$ cat src/rtl/seq_pkg.sv
// rtl/seq_pkg.sv - shared opcodes, FSM encoding and instruction field positions
package seq_pkg;

    localparam logic [1:0] OP_LDI = 2'b00;
    localparam logic [1:0] OP_MOV = 2'b01;
    localparam logic [1:0] OP_ADD = 2'b10;
    localparam logic [1:0] OP_OUT = 2'b11;

    typedef enum logic [1:0] {
        ST_IDLE = 2'd0,
        ST_EXEC = 2'd1,
        ST_EMIT = 2'd2
    } seq_state_e;

    localparam int OPC_HI = 7;
    localparam int OPC_LO = 6;
    localparam int RD_HI  = 5;
    localparam int RD_LO  = 4;
    localparam int RS_HI  = 3;
    localparam int RS_LO  = 2;
    localparam int IMM_HI = 3;
    localparam int IMM_LO = 0;

endpackage

$ cat src/rtl/reg_bank4.sv
// rtl/reg_bank4.sv - four-entry register bank, one sync write port, two comb read ports
module reg_bank4 #(
    parameter int DATA_W = 4
) (
    input  logic              clk,
    input  logic              rst,
    input  logic              we_i,
    input  logic [1:0]        waddr_i,
    input  logic [DATA_W-1:0] wdata_i,
    input  logic [1:0]        raddr_a_i,
    input  logic [1:0]        raddr_b_i,
    output logic [DATA_W-1:0] rdata_a_o,
    output logic [DATA_W-1:0] rdata_b_o,
    output logic [DATA_W-1:0] reg0_o,
    output logic [DATA_W-1:0] reg1_o,
    output logic [DATA_W-1:0] reg2_o,
    output logic [DATA_W-1:0] reg3_o
);

    logic [DATA_W-1:0] regs_q [4];

    always_ff @(posedge clk) begin
        if (rst) begin
            for (int i = 0; i < 4; i++) begin
                regs_q[i] <= '0;
            end
        end else if (we_i) begin
            regs_q[waddr_i] <= wdata_i;
        end
    end

    assign rdata_a_o = regs_q[raddr_a_i];
    assign rdata_b_o = regs_q[raddr_b_i];
    assign reg0_o    = regs_q[0];
    assign reg1_o    = regs_q[1];
    assign reg2_o    = regs_q[2];
    assign reg3_o    = regs_q[3];

endmodule

$ cat src/rtl/operand_sequencer.sv
// rtl/operand_sequencer.sv - instruction-driven register bank feeding a 4:1 output mux
module operand_sequencer
    import seq_pkg::*;
#(
    parameter int DATA_W = 4
) (
    input  logic              clk,
    input  logic              rst,
    input  logic              instr_valid,
    output logic              instr_ready,
    input  logic [7:0]        instr,
    output logic [DATA_W-1:0] reg0,
    output logic [DATA_W-1:0] reg1,
    output logic [DATA_W-1:0] reg2,
    output logic [DATA_W-1:0] reg3,
    output logic [1:0]        select,
    output logic              out_valid,
    input  logic              out_ready,
    output logic              carry
);

    seq_state_e        state_q;
    logic [7:0]        instr_q;
    logic [1:0]        select_q;
    logic              out_valid_q;
    logic              carry_q;

    logic [1:0]        op;
    logic [1:0]        rd;
    logic [1:0]        rs;
    logic [DATA_W-1:0] imm_ext;
    logic [DATA_W-1:0] rd_val;
    logic [DATA_W-1:0] rs_val;
    logic [DATA_W:0]   sum;
    logic              rf_we;
    logic [DATA_W-1:0] rf_wdata;

    assign op      = instr_q[OPC_HI:OPC_LO];
    assign rd      = instr_q[RD_HI:RD_LO];
    assign rs      = instr_q[RS_HI:RS_LO];
    assign imm_ext = DATA_W'(instr_q[IMM_HI:IMM_LO]);
    assign sum     = {1'b0, rd_val} + {1'b0, rs_val};

    reg_bank4 #(.DATA_W(DATA_W)) u_bank (
        .clk       (clk),
        .rst       (rst),
        .we_i      (rf_we),
        .waddr_i   (rd),
        .wdata_i   (rf_wdata),
        .raddr_a_i (rd),
        .raddr_b_i (rs),
        .rdata_a_o (rd_val),
        .rdata_b_o (rs_val),
        .reg0_o    (reg0),
        .reg1_o    (reg1),
        .reg2_o    (reg2),
        .reg3_o    (reg3)
    );

    // Register writes happen only on the EXEC edge; OUT never writes the bank.
    always_comb begin
        rf_we    = 1'b0;
        rf_wdata = '0;
        if (state_q == ST_EXEC) begin
            case (op)
                OP_LDI: begin rf_we = 1'b1; rf_wdata = imm_ext;          end
                OP_MOV: begin rf_we = 1'b1; rf_wdata = rs_val;           end
                OP_ADD: begin rf_we = 1'b1; rf_wdata = sum[DATA_W-1:0];  end
                default: ;
            endcase
        end
    end

    always_ff @(posedge clk) begin
        if (rst) begin
            state_q     <= ST_IDLE;
            instr_q     <= '0;
            select_q    <= '0;
            out_valid_q <= 1'b0;
            carry_q     <= 1'b0;
        end else begin
            case (state_q)
                ST_IDLE: begin
                    if (instr_valid) begin
                        instr_q <= instr;
                        state_q <= ST_EXEC;
                    end
                end
                ST_EXEC: begin
                    if (op == OP_ADD) begin
                        carry_q <= sum[DATA_W];
                    end
                    if (op == OP_OUT) begin
                        select_q    <= rs;
                        out_valid_q <= 1'b1;
                        state_q     <= ST_EMIT;
                    end else begin
                        state_q <= ST_IDLE;
                    end
                end
                ST_EMIT: begin
                    if (out_ready) begin
                        out_valid_q <= 1'b0;
                        state_q     <= ST_IDLE;
                    end
                end
                default: state_q <= ST_IDLE;
            endcase
        end
    end

    assign instr_ready = (state_q == ST_IDLE);
    assign select      = select_q;
    assign out_valid   = out_valid_q;
    assign carry       = carry_q;

endmodule

$ cat config.mk
export PLATFORM = sky130hd
export DESIGN_NAME = operand_sequencer
export DESIGN_NICKNAME = d
export VERILOG_FILES = /design/src/rtl/seq_pkg.sv /design/src/rtl/reg_bank4.sv /design/src/rtl/operand_sequencer.sv
export SDC_FILE = /design/constraint.sdc
export NUM_CORES = 1
export LEC_CHECK = 0
export CORE_ASPECT_RATIO = 0.75
export CORE_UTILIZATION = 30
export DETAILED_ROUTE_END_ITERATION = 10
export PLACE_DENSITY = 0.62
export SYNTH_ARGS = -nofsm -noshare
export SYNTH_HDL_FRONTEND = slang
export SYNTH_SLANG_ARGS = --single-unit
$ cat constraint.sdc
create_clock -name clk -period 3.8 [get_ports clk]
set_clock_uncertainty 0.2 [all_clocks]
set_input_delay 0.76 -clock clk [delete_from_list [all_inputs] [get_ports clk]]
set_output_delay 0.76 -clock clk [all_outputs]
set_load 0.02 [all_outputs]
Yosys cells after proc, flatten, opt, wreduce, memory -nomap -nowiden:

Memories as Yosys holds them, arrays and structs flattened. A register that Yosys moved wholly into a read port is not among the register bits.
Cells that the tools add are included.

* bits in registers: 14
* bits in writable memories: 16
* output and inout bits: 21
* word-level logic and storage cells: 48
* memories kept: 1

Memories
* u_bank.regs_q: depth 4, bits a word 4, read ports 6, clocked after memory_dff 2, wr ports 4, RTL line reg_bank4.sv:20 `logic [DATA_W-1:0] regs_q [4];`

* add/sub/neg operators: 1
* equality and inequality tests: 8
* muxes and demuxes: 23
* reduce and logical (&&, ||, !) cells: 10

Operators by type and width (count)
* 2-bit two-way mux: 8
* 4-bit one-hot mux with 3 select lines: 1
* 1-bit two-way mux: 10
* 4-bit two-way mux: 2
* 2-bit AND reduction: 4
* 2-bit equality test (second input constant): 3
* 2-bit one-hot mux with 3 select lines: 1
* 4-bit by 4-bit adder with 5-bit output: 1
* 2-bit by 1-bit equality test with 1-bit output (second input constant): 2
* 2-bit logical NOT: 2
* 2-bit != test (second input constant): 2
* 4-bit OR reduction: 1
* 3-bit AND reduction: 1
* 3-bit OR reduction: 1
* 2-bit by 1-bit != test with 1-bit output (second input constant): 1
* 1-bit one-hot mux with 2 select lines: 1
* 2-bit nonzero test: 1

Depth between registers and ports, before layout:

Gate-level depths: netlist (run 1).

* word-level depth: 9
* mapped depth: 7
* gate-level depth less buffers: 7

Modules after synthesis:

Synthesis (run 1) repeated with hierarchy kept, for this count alone.

* cells, all modules: 142
* area, all modules: 1615.3 sq um

By module, submodules not included
* reg_bank4: times used 1, cells each 51, area an instance 880.8 sq um, seq. area each 480.5 sq um
* operand_sequencer: times used 1, cells each 91, area an instance 734.5 sq um, seq. area each 280.3 sq um

Worst setup path before layout (run 1):

Ideal clock, no wire load.

* path type: flip-flop to flip-flop
* start point: mem u_bank.regs_q[3][0]
* end point: mem u_bank.regs_q[0][2], data pin
* setup time: 263 ps
* arrival time: 2119 ps
* data required time: 3337 ps
* path slack: 1218 ps
* cell stages (with the launch flop): 8
* buffers on the path: 0
* cells stage by stage: edfxtp_1 mux4_2 ha_1 fa_1 xnor2_1 a211oi_1 a21oi_1 nor2_1

RTL lines (RTL line)
* from (decl): reg_bank4.sv:20

==> results of run 1 <==
==> per-stage QoR <==
step	worst slack [ns]	instances
2_1_floorplan	1.218	141
3_3_place_gp	1.023	241
3_5_place_dp	1.008	241
4_1_cts	0.9956	249
5_1_grt	0.8428	249
6_report	0.9586	249
==> where the power goes <==
| group | switching [uW] | internal [uW] |
|---|---|---|
| Clock | 131 | 167 |
| Sequential | 20.9 | 400 |
| Combinational | 61.7 | 61.6 |
==> layout make-up <==
cell class / instances / area, um2
Sequential cell: 34 / 840.8
Timing Repair Buffer: 33 / 327.8
Clock inverter: 1 / 3.754
Tap cell: 72 / 90.09
Inverter: 1 / 3.754
Multi-Input combinational cell: 101 / 743.2
Fill cell: 495 / 2930
Clock buffer: 7 / 97.59
==> logic make-up after synthesis <==
| kind of cell | count (synthesis) | synth area share |
|---|---|---|
| xor+xnor | 1 | 0.005444 |
| fa+ha+maj | 5 | 0.04355 |
| buf+inv | 6 | 0.01554 |
| flops | 34 | 0.5226 |
| compound gates | 23 | 0.09099 |
| simple gates | 60 | 0.1851 |
| mux | 12 | 0.1369 |
==> cell usage after synthesis <==
| cell type | n | area, um2 |
|---|---|---|
| a31oi_1 | 1 | 6.260 |
| a31o_2 | 1 | 8.760 |
| fa_1 | 1 | 20.02 |
| a211o_4 | 1 | 17.52 |
| or3b_4 | 2 | 22.52 |
| buf_1 | 1 | 3.750 |
| and3b_1 | 1 | 8.760 |
| or3b_2 | 1 | 8.760 |
| a21oi_1 | 16 | 80.08 |
| nand2_1 | 19 | 71.32 |
| and3_1 | 1 | 6.260 |
| a2111o_1 | 1 | 11.26 |
| nor3_1 | 1 | 5.000 |
| nand2b_4 | 1 | 13.76 |
| ha_1 | 4 | 50.05 |
| edfxtp_1 | 16 | 480.5 |
| nand4b_1 | 1 | 8.760 |
| and2_1 | 1 | 6.260 |
| clkbuf_1 | 2 | 7.510 |
| xnor2_1 | 1 | 8.760 |
| nor2b_1 | 1 | 6.260 |
| buf_2 | 1 | 5.000 |
| nor2_1 | 24 | 90.09 |
| or3_4 | 1 | 11.26 |
| nand3b_1 | 1 | 7.510 |
| a21o_1 | 1 | 7.510 |
| inv_1 | 1 | 3.750 |
| nand3_1 | 1 | 5.000 |
| a211oi_1 | 2 | 15.01 |
| clkbuf_2 | 1 | 5.000 |
| nor3b_1 | 1 | 7.510 |
| dfxtp_1 | 18 | 360.4 |
| nand2b_1 | 3 | 18.77 |
| mux2i_1 | 4 | 40.04 |
| mux4_2 | 8 | 180.2 |
==> final timing paths <==
kind,slack (ns),end,from
setup reg to reg,0.96,u_bank.regs_q[1][1],flop
hold reg to reg,0.26,out_valid,out_valid
setup / recovery,0.96,u_bank.regs_q[1][1],flop
hold / removal,0.26,out_valid,out_valid
==> worst register-to-register path, stage by stage, from the launching register on <==
cell     delay [ns]
dfxtp_1        0.47
mux4_2         0.56
ha_1           0.25
fa_1           0.44
mux2i_1        0.14
nor2_1         0.05
a21oi_1        0.37
nor2_1         0.11
==> cell usage in the layout (no fill, tap or decap), types with 2 or more instances in the layout <==
cell type        netlist  layout
nor2_1                24      24
ha_1                   4       4
nand2_1               19      19
or3b_4                 2       2
a21oi_1               16      16
nand2b_1               3       3
a211oi_1               2       2
edfxtp_1              16      16
clkdlybuf4s50_1        0      32
clkbuf_8               0       5
dfxtp_1               18      18
mux2i_1                4       4
mux4_2                 8       8
==> layer usage <==
| metal | global-route usage | share of wire | routed length [um] | vias to the layer above |
|---|---|---|---|---|
| li1 | - | - | - | 581 |
| met4 | 0.05625 | 0.015 | 55 | 0 |
| met5 | 0 | 0 | 0 | - |
| met2 | 0.2004 | 0.42 | 1565 | 44 |
| met1 | 0.2035 | 0.48 | 1774 | 564 |
| met3 | 0.04523 | 0.078 | 287 | 7 |
==> metrics.cfg, run 1 <==
[cts]
clockBufferDepth=2
cts-root-buf=clkbuf_8
cts_sinks=34
post-cts-setup-buffers=0
worstSkewPairLatency_ns=0.28
ctsHtreeMaxLevel=2
cts_tree=yes
post_cts_resize_count=0
cts_hold_buffers=0
clk_pin_slew_worst_paths_ns=0.07
numCtsBuffers=5

[grt]
grt_max_degree=19
grt_pass1_wl_mm=5.899
antenna_found_initial=0
grt_util_all_layers=0.1430
grt_pass1_vias=1135
grt_overflow=0

[sta]
drv_slew=0
fin_crit_ns=2.841
tightest_slew_ns=0.4719
period_share=0.7477
finalHoldViolations=0
hold_slack_ns=0.2586
rsz0062_at_grt=false
slew-limit-headroom=0.6850
setup_viol=0
setup_tns_ns=0
max_freq_mhz=351.9

[worst_setup_path]
path_common_cell=nor2_1
cp_max_fo=4
path_cells=mux4_2 > ha_1 > fa_1 > mux2i_1 > nor2_1 > a21oi_1 > nor2_1
cp.depth=7
worst-r2r-cell-count=7
critPathRequiredTime_ns=3.62
cp-end-kind=flop
crit_type=reg2reg
crit_path_max_incr_delay_ns=0.56
crit_slowest_cell=mux4_2
critical_path_buf_inv_count=0
arrival_ns=2.67
worst_setup_path_start_kind=flop
path_delay_family=multiplexers

[detailed_routing]
first_pass_iters=4
ant_nets=0
drc=0
wl_mm=3.683
wire_per_inst_um=14.79
viasPerCell=4.803
dr_total_vias=1196
drtIter0Drc=69

[floorplanning]
initial_core_util=0.3194
io_pins=33
fp.dieArea_um2=5664
coreArea_um2=5037
die_x_um=86.57
die_h_um=65.43
std_cell_rows=22

[final_layout]
area_growth_pct=30.95
final_area_um2=2107
utilization=0.4183
drive_above_1_share=0.1243
finalNetCount=193
antenna_cells=0

[logic_synthesis]
synth.distinct_cells=35
syn_inst=141
syn-cell-area_um2=1609
ys_ff_latch=34
syn_nets=158
syn_avg_cell_area_um2=11.41
ys_warn_count=0
seq_area_frac_synth=0.5226

[worst_hold_path]
hold_class=reg2reg
min_path_cells=2

[run]
cap_violations=0

[power_and_ir_drop]
power_density_nw_per_um2=399.3
leakagePower_uw=0.0007468
irDropWorstVdd_mv=0.1415
total_power_uw=841.4

[place]
gp_congestion=0.8495
dpl.hpwl_mm=2.822
placed_area_um2=2006
numPortBuffers=32

[status]
outcome=complete, no violations

Note: power is estimated with default switching activity, not from simulation.
==> run 2: changes to the inputs <==
==> constraint.sdc (replaced) <==
create_clock -name clk -period 2.8 [get_ports clk]
set_clock_uncertainty 0.2 [all_clocks]
set_input_delay 0.56 -clock clk [delete_from_list [all_inputs] [get_ports clk]]
set_output_delay 0.56 -clock clk [all_outputs]
set_load 0.02 [all_outputs]
==> metrics.cfg, run 2 (synthesis gave the netlist of run 1 again) <==
[status]
outcome=complete, no violations

[final_layout]
layout_common_cells=clkdlybuf4s50_1 (32), nor2_1 (24), nand2_1 (19)
finalNetCount=198
antenna_cells=0
final_area_um2=2155
fill_cells=499
layout_commonest_cell=clkdlybuf4s50_1
area_growth_pct=33.90
drive_above_1_share=0.1593

[worst_setup_path]
crit_start=u_bank.regs_q[3][0]
cp_max_fo=4
critPathRequiredTime_ns=2.75
crit_type=reg2reg
worst_setup_path_start_kind=flop
r2r-start=u_bank.regs_q[3][0]
cp-end-kind=flop
arrival_ns=2.60

[power_and_ir_drop]
power_switching_uw=300.3
power_density_nw_per_um2=554.8
total_power_uw=1195
leakagePower_uw=0.0007751
clockPowerShare=0.374
p_sw_frac=0.2512
pwr-share-comb=0.154
p_int_uw=895.1
irDropWorstVdd_mv=0.2145
seqPwrFrac=0.472

[grt]
grt_overflow=0
antenna_found_initial=0
grt_util_all_layers=0.1523
grt_max_degree=19
grt_pass1_wl_mm=6.272
grt_pass1_vias=1225

[floorplanning]
fp.dieArea_um2=5664
std_cell_rows=22
die_h_um=65.43
die_x_um=86.57
coreArea_um2=5037
io_pins=33
initial_core_util=0.3194

[place]
gp_congestion=0.7879
dp_slack_ns=0.08056
numPortBuffers=32
placed_area_um2=2043
dpl.hpwl_mm=3.017

[worst_hold_path]
hp-start=out_valid
hold_class=reg2reg

[sta]
setup_slack_ns=0.1543
setup_tns_ns=0
slew-limit-headroom=0.7548
max_freq_mhz=378.0
tightest_slew_ns=0.3678
fin_crit_ns=2.646
drv_slew=0
rsz0062_at_grt=false
finalHoldViolations=0
period_share=0.9449
setup_viol=0

[cts]
ctsHtreeMaxLevel=2
post-cts-setup-buffers=0
worstSkewPairLatency_ns=0.29
clk_pin_slew_worst_paths_ns=0.07
clockBufferDepth=2
cts-root-buf=clkbuf_8
cts_tree=yes
cts_sinks=34
numCtsBuffers=5
cts_hold_buffers=0

[detailed_routing]
viasPerCell=4.858
dr_total_vias=1234
wire_per_inst_um=15.54
ant_nets=0
drc=0
wl_mm=3.947
drtIter0Drc=46
first_pass_iters=4

[run]
cap_violations=0

## run 2: changes by cell type in the layout (fill, tap and decap cells not counted), sizes merged
cell,previous run,this run
clkbuf,7,6
bufinv,0,1
buf,1,6
## run 2: metal layers
layer	share of wire	up-vias	track usage	wire, um
li1	-	592	-	-
met3	0.049	5	0.04020	192
met1	0.53	600	0.2255	2084
met5	0	-	0	0
met2	0.41	37	0.2113	1632
met4	0.0096	0	0.05417	38
## run 2: worst paths after layout
check	to	slack, ns	cells past startpoint
min	out_valid	0.25	2
min reg2reg	out_valid	0.25	2
max reg2reg	u_bank.regs_q[1][2]	0.15	7
max	u_bank.regs_q[1][2]	0.15	7
## run 2: power groups by stage
stage / Clock, uW / Sequential, uW / Combinational, uW
2_1_floorplan: 0 / 583 / 96.7
3_3_place_gp: 0 / 574 / 183
3_5_place_dp: 0 / 575 / 183
4_1_cts: 455 / 564 / 184
5_1_grt: 474 / 567 / 202
6_report: 447 / 564 / 184
## run 2: stage by stage
stage | hold WS, ns | instances | util
after detailed placement | 0.2503 | 246 | 0.4056
after global placement | 0.2463 | 246 | 0.4056
after floorplan | 0.2357 | 141 | -
final | 0.2531 | 254 | 0.4277
after CTS | 0.2600 | 254 | 0.4267
after global routing | 0.2977 | 254 | 0.4277
## run 2: critical path, cell delays in order, from the launching register on
cell      delay [ns]
edfxtp_1        0.42
mux4_2          0.52
ha_1            0.24
fa_1            0.41
xnor2_1         0.15
a211oi_1        0.33
a21oi_2         0.11
nor2_1          0.13
## run 2: cell type report
cell class | instances | area (um2) | area share
clock buffers | 6 | 72.57 | 0.03368
inverters | 1 | 3.754 | 0.001742
clock inverters | 2 | 33.78 | 0.01568
well taps | 72 | 90.09 | 0.04181
repair buffers | 38 | 365.4 | 0.1696
multi-input cells | 101 | 747.0 | 0.3467
flip-flops and latches | 34 | 842.1 | 0.3908
## run 2: what timing repair did
action	CTS	global route
endpoints found under the setup margin	0	6
resized for setup	0	2
hold endpoints to repair	0	0
